[src/rtl/fetch_unit.sv]
// Instruction fetch stage: owns the PC, reads a combinational instruction memory,
// and buffers {pc, instr} pairs in a 2-entry FIFO toward decode (valid/ready).
module fetch_unit #(
  parameter int                    DATA_WIDTH = 32,
  parameter int                    ADDR_WIDTH = 32,
  parameter logic [ADDR_WIDTH-1:0] RESET_PC   = '0
) (
  input  logic                  clk,
  input  logic                  rst_n,
  output logic [ADDR_WIDTH-1:0] instr_addr,
  input  logic [DATA_WIDTH-1:0] instr,
  input  logic                  redirect_valid,
  input  logic [ADDR_WIDTH-1:0] redirect_pc,
  output logic                  out_valid,
  input  logic                  out_ready,
  output logic [DATA_WIDTH-1:0] out_instr,
  output logic [ADDR_WIDTH-1:0] out_pc
);

  logic [ADDR_WIDTH-1:0] pc_p0;
  logic [ADDR_WIDTH-1:0] buf_pc_p1    [2];
  logic [DATA_WIDTH-1:0] buf_instr_p1 [2];
  logic                  rd_ptr;
  logic                  wr_ptr;
  logic [1:0]            count;
  logic                  pop;
  logic                  push;

  function automatic logic [ADDR_WIDTH-1:0] pc_incr(input logic [ADDR_WIDTH-1:0] pc);
    pc_incr = pc + ADDR_WIDTH'(4);
  endfunction

  function automatic logic [ADDR_WIDTH-1:0] word_align(input logic [ADDR_WIDTH-1:0] pc);
    word_align = {pc[ADDR_WIDTH-1:2], 2'b00};
  endfunction

  // A full buffer still accepts a fetch when the head leaves in the same cycle.
  assign pop  = (count != 2'd0) && out_ready;
  assign push = !redirect_valid && ((count != 2'd2) || pop);

  // ---- stage p0: PC register drives the memory address ----
  assign instr_addr = pc_p0;

  always_ff @(posedge clk or negedge rst_n) begin
    if (!rst_n) begin
      pc_p0 <= RESET_PC;
    end else if (redirect_valid) begin
      pc_p0 <= word_align(redirect_pc);
    end else if (push) begin
      pc_p0 <= pc_incr(pc_p0);
    end
  end

  // ---- stage p1: fetch buffer toward decode ----
  always_ff @(posedge clk or negedge rst_n) begin
    if (!rst_n) begin
      rd_ptr <= 1'b0;
      wr_ptr <= 1'b0;
      count  <= 2'd0;
      for (int i = 0; i < 2; i++) begin
        buf_pc_p1[i]    <= '0;
        buf_instr_p1[i] <= '0;
      end
    end else if (redirect_valid) begin
      rd_ptr <= 1'b0;
      wr_ptr <= 1'b0;
      count  <= 2'd0;
    end else begin
      if (push) begin
        buf_pc_p1[wr_ptr]    <= pc_p0;
        buf_instr_p1[wr_ptr] <= instr;
        wr_ptr               <= ~wr_ptr;
      end
      if (pop) begin
        rd_ptr <= ~rd_ptr;
      end
      case ({push, pop})
        2'b10:   count <= count + 2'd1;
        2'b01:   count <= count - 2'd1;
        default: count <= count;
      endcase
    end
  end

  assign out_valid = (count != 2'd0);
  assign out_instr = buf_instr_p1[rd_ptr];
  assign out_pc    = buf_pc_p1[rd_ptr];

endmodule

[config.mk]
export PLATFORM = sky130hd
export DESIGN_NAME = fetch_unit
export DESIGN_NICKNAME = d
export VERILOG_FILES = /design/src/rtl/fetch_unit.sv
export SDC_FILE = /design/constraint.sdc
export NUM_CORES = 1
export LEC_CHECK = 0
export ABC_AREA = 0
export CAP_MARGIN = 40
export CELL_PAD_IN_SITES_DETAIL_PLACEMENT = 0
export CELL_PAD_IN_SITES_GLOBAL_PLACEMENT = 1
export CORE_MARGIN = 5
export CORE_UTILIZATION = 45
export CTS_CLUSTER_SIZE = 20
export DETAILED_ROUTE_END_ITERATION = 10
export PLACE_DENSITY = 0.91
export SLEW_MARGIN = 40
export SYNTH_ARGS = -nofsm -noshare
export SYNTH_HDL_FRONTEND = slang
export SYNTH_SLANG_ARGS = --single-unit
[constraint.sdc]
create_clock -name clk -period 3.9 [get_ports clk]
set_input_delay 0.78 -clock clk [delete_from_list [all_inputs] [get_ports clk]]
set_output_delay 0.78 -clock clk [all_outputs]
set_load 0.02 [all_outputs]
==> summary.md <==
| Metric | Value |
|---|---|
| Outcome | complete, no violations |
| Critical Path, Cell by Cell | buf_4 -> mux2_2 -> clkdlybuf4s50_1 |
| Fraction of registers with async set/reset | 100% |
| Worst slew pin tran | 0.717 ns |
| Worst-Skew Late Latency | 0.42 ns |
| Largest net degree at the start of global routing | 112 |
| Reg2reg start | instr_addr[2] |
| Fin crit period | 3.26 ns |
| CP startpoint | rd_ptr |
| Vias in the first global route | 5663 |
| Global-route wire length before repair | 30500 um |
| CTS tree | done |
| Initial DRT Pass Iterations | 5 |
| Max cap viols | 0 |
| DIE AREA | 20000 um2 |
| GR Util met2 | 30.5% |
| Register area share after synthesis | 50.9% |
| DP Worst Slack | 0.629 ns |
| Port Buf Inserts | 158 |
| Reg2Reg Setup Slack | 1.38 ns |
| Gate count of the mapped netlist | 581 |
| Worst-path maximum fanout | 21 |
| Leakage | 4.11 nW |
| Share of cells above drive strength 1 | 31.8% |
| DP Area | 9440 um2 |
| VDD IR max | 0.000332 V |
| Distinct cells, synth | 49 |
| Layout fillers | 1345 |
| DRC violation count after routing | 0 |
| Mapped cell area | 7770 um2 |
| Worst Path Buf+Inv | 2 |
| Post-synth EDFFs | 0 |
| RSZ-0062 raised after global routing | no |
| Sum Neg Setup Slack | 0 ns |
| Clk root buf | clkbuf_16 |
| Final wirelength | 18900 um |
| Min-delay worst type | in2async |
| Clock Pin Slew Worst Setup and Hold Paths | 0.06 ns |
| TritonCTS buffer count | 17 |
| Clk sinks | 158 |
| Number of setup buffers added after CTS | 0 |
| Gr busiest metal | met2 |
| FF-to-FF path depth | 5 |
| Routed Antenna Nets | 0 |
| GRT Total Usage | 19.1% |
| Met1 Usage GRT | 26.0% |
| Core area | 17100 um2 |
| # setup viols final | 0 |
| I/O pin count | 165 |
| Clock H-tree levels | 4 |
| Synth-to-Final Area Change | 29.2% |
| Slew Viols, Final | 0 |
| Post-route clock period utilization | 83.7% |
| Final hold violations | 0 |
| CP Data Required Time | 3.12 ns |
| Initial DRC count | 170 |
| DPL Wire Length | 12600 um |
| Fin Hold WS | 0.245 ns |
| Fmax | 0.306 GHz |
| Crit end category | output pin |
| Critical path arrival | 2.48 ns |
| Die width | 141 um |
| Final Cell Area | 10000 um2 |
| Initial Util | 45.4% |
| Commonest non-fill, non-tap cell in the layout | dfrtp_1 |
| Crit-path slowest cell | dfrtp_2 |
| Number of synthesis warnings | 0 |
| Startpoint types | flip-flop |
| Final worst setup slack | 0.636 ns |
| Critical path's largest stage delay | 0.75 ns |
| Vias per cell | 5.40 |
| # rows | 48 |
| Worst clock skew | 0.00593 ns |
| Power per cell area | 566 nW/um2 |
| Die Height | 141 um |
| Rel. slew slack | 51.9% |
| Wire per inst | 19.6 um |
| Vias post-DR | 5216 |
| Commonest non-fill, non-tap cells in the layout | dfrtp_1 (157), clkdlybuf4s50_1 (156), mux2_2 (124) |
| CP Class | reg2out |
| RD Place Congestion | 0.799 |
| CP top delay family | buffers and inverters |
| Met3 Usage GRT | 5.53% |
| Synth Register Bits | 158 |
| Post-cts gate resize count | 0 |
| Clock buffer depth | 2 |
| CTS hold repair buffers | 0 |
| Initial antenna violation count | 1 |
| R2r endpoint | instr_addr[22] |
| Top FF cell, synth | dfrtp_1 |
| Final net count | 798 |
| N_diodes | 0 |
| PnR Total Power | 5.69 mW |
| Grt total ovfl | 0 |
| Syn avg cell area | 13.4 um2 |
## metal layers
layer | part of all wire [%] | vias up
met3 | 6.2 | 15
met1 | 46 | 2652
met5 | 0.069 | -
met2 | 47 | 153
li1 | - | 2394
met4 | 0.88 | 2
## stage by stage
| step | cells | utilization (%) |
|---|---|---|
| finish | 966 | 58.7 |
| global placement | 934 | 55.1 |
| global route | 966 | 58.7 |
| detailed placement | 934 | 55.1 |
| floorplan | 584 | - |
| CTS | 965 | 58.5 |
## Yosys cell counts, types with 3 or more instances
library cell / n / area share (%)
a22oi_1: 5 / 0.48
nand2_1: 36 / 1.7
or2_2: 4 / 0.32
xnor2_1: 8 / 0.90
xor2_1: 5 / 0.56
dfrtp_1: 158 / 51
mux2_2: 124 / 18
buf_2: 11 / 0.71
mux2_4: 60 / 12
clkbuf_1: 14 / 0.68
inv_1: 5 / 0.24
nor2b_1: 8 / 0.64
buf_4: 4 / 0.39
buf_12: 7 / 1.8
o31ai_1: 3 / 0.29
and4_1: 5 / 0.56
or4_1: 4 / 0.39
nor2_1: 10 / 0.48
buf_1: 3 / 0.14
nor4_1: 6 / 0.48
o21ai_0: 15 / 0.97
o311ai_0: 4 / 0.45
o211ai_1: 6 / 0.58
o311ai_1: 3 / 0.34
o31a_1: 3 / 0.34
or3_1: 5 / 0.40
nand3_1: 21 / 1.4
nor3_1: 3 / 0.19
nand4_1: 15 / 1.2
a21oi_1: 3 / 0.19
## worst register-to-register path, delay by kind of cell, from the launching register on
kind                     cells  cell delay [ns]
flip-flops                   1             0.51
adder cells (fa/ha/maj)      1             0.25
AND/OR/NAND/NOR              2             0.84
AO/OA/AOI/OAI                2             0.80
## flip-flops by register name (all words and copies together), names as in the netlist
signal,flops
buf_instr_p1,64
buf_pc_p1,60
count,2
instr_addr,30
rd_ptr,1
wr_ptr,1
## worst max-delay path by stage
| stage | slack (ns) | end | cells past startpoint |
|---|---|---|---|
| 4_1_cts | 0.56 | out_instr[0] | 3 |
| 6_report | 0.64 | out_instr[0] | 3 |
| 2_1_floorplan | 1.75 | buf_instr_p1[0] | 6 |
| 3_3_place_gp | 0.76 | instr_addr[22] | 5 |
| 5_1_grt | 0.54 | out_pc[16] | 3 |
| 3_5_place_dp | 0.63 | instr_addr[22] | 5 |
## logic make-up (layout without fill, tap and decap cells)
group	count (synthesis)	after routing	share of synthesized area, %
muxes	187	187	30.0
xor gates and xnor gates	13	13	1.47
and+or+nand+nor	128	128	8.99
other	1	4	0.0483
AOI/OAI and AO/OA	47	47	4.22
DFF	158	158	50.9
buffers and inverters	46	203	4.25
adders and majority gates	1	1	0.161
## area by class of cell
type	instances	area, um2	share of cell area (%)
sequential	158	3960	39.4
inverter	5	18.8	0.187
multi-input combinational	380	3510	34.9
clock inverter	10	88.8	0.885
timing repair buffer	167	1710	17.0
clock buffer	21	480	4.79
tap	225	282	2.80
## where the power goes
part / switching [mW] / leakage (nW) / internal (mW)
Sequential: 0.271 / 1.87 / 2.01
Clock: 0.660 / 0.273 / 0.939
Combinational: 0.753 / 1.97 / 1.05
Total: 1.68 / 4.11 / 4.00
Note: power is estimated with default switching activity, not from simulation.
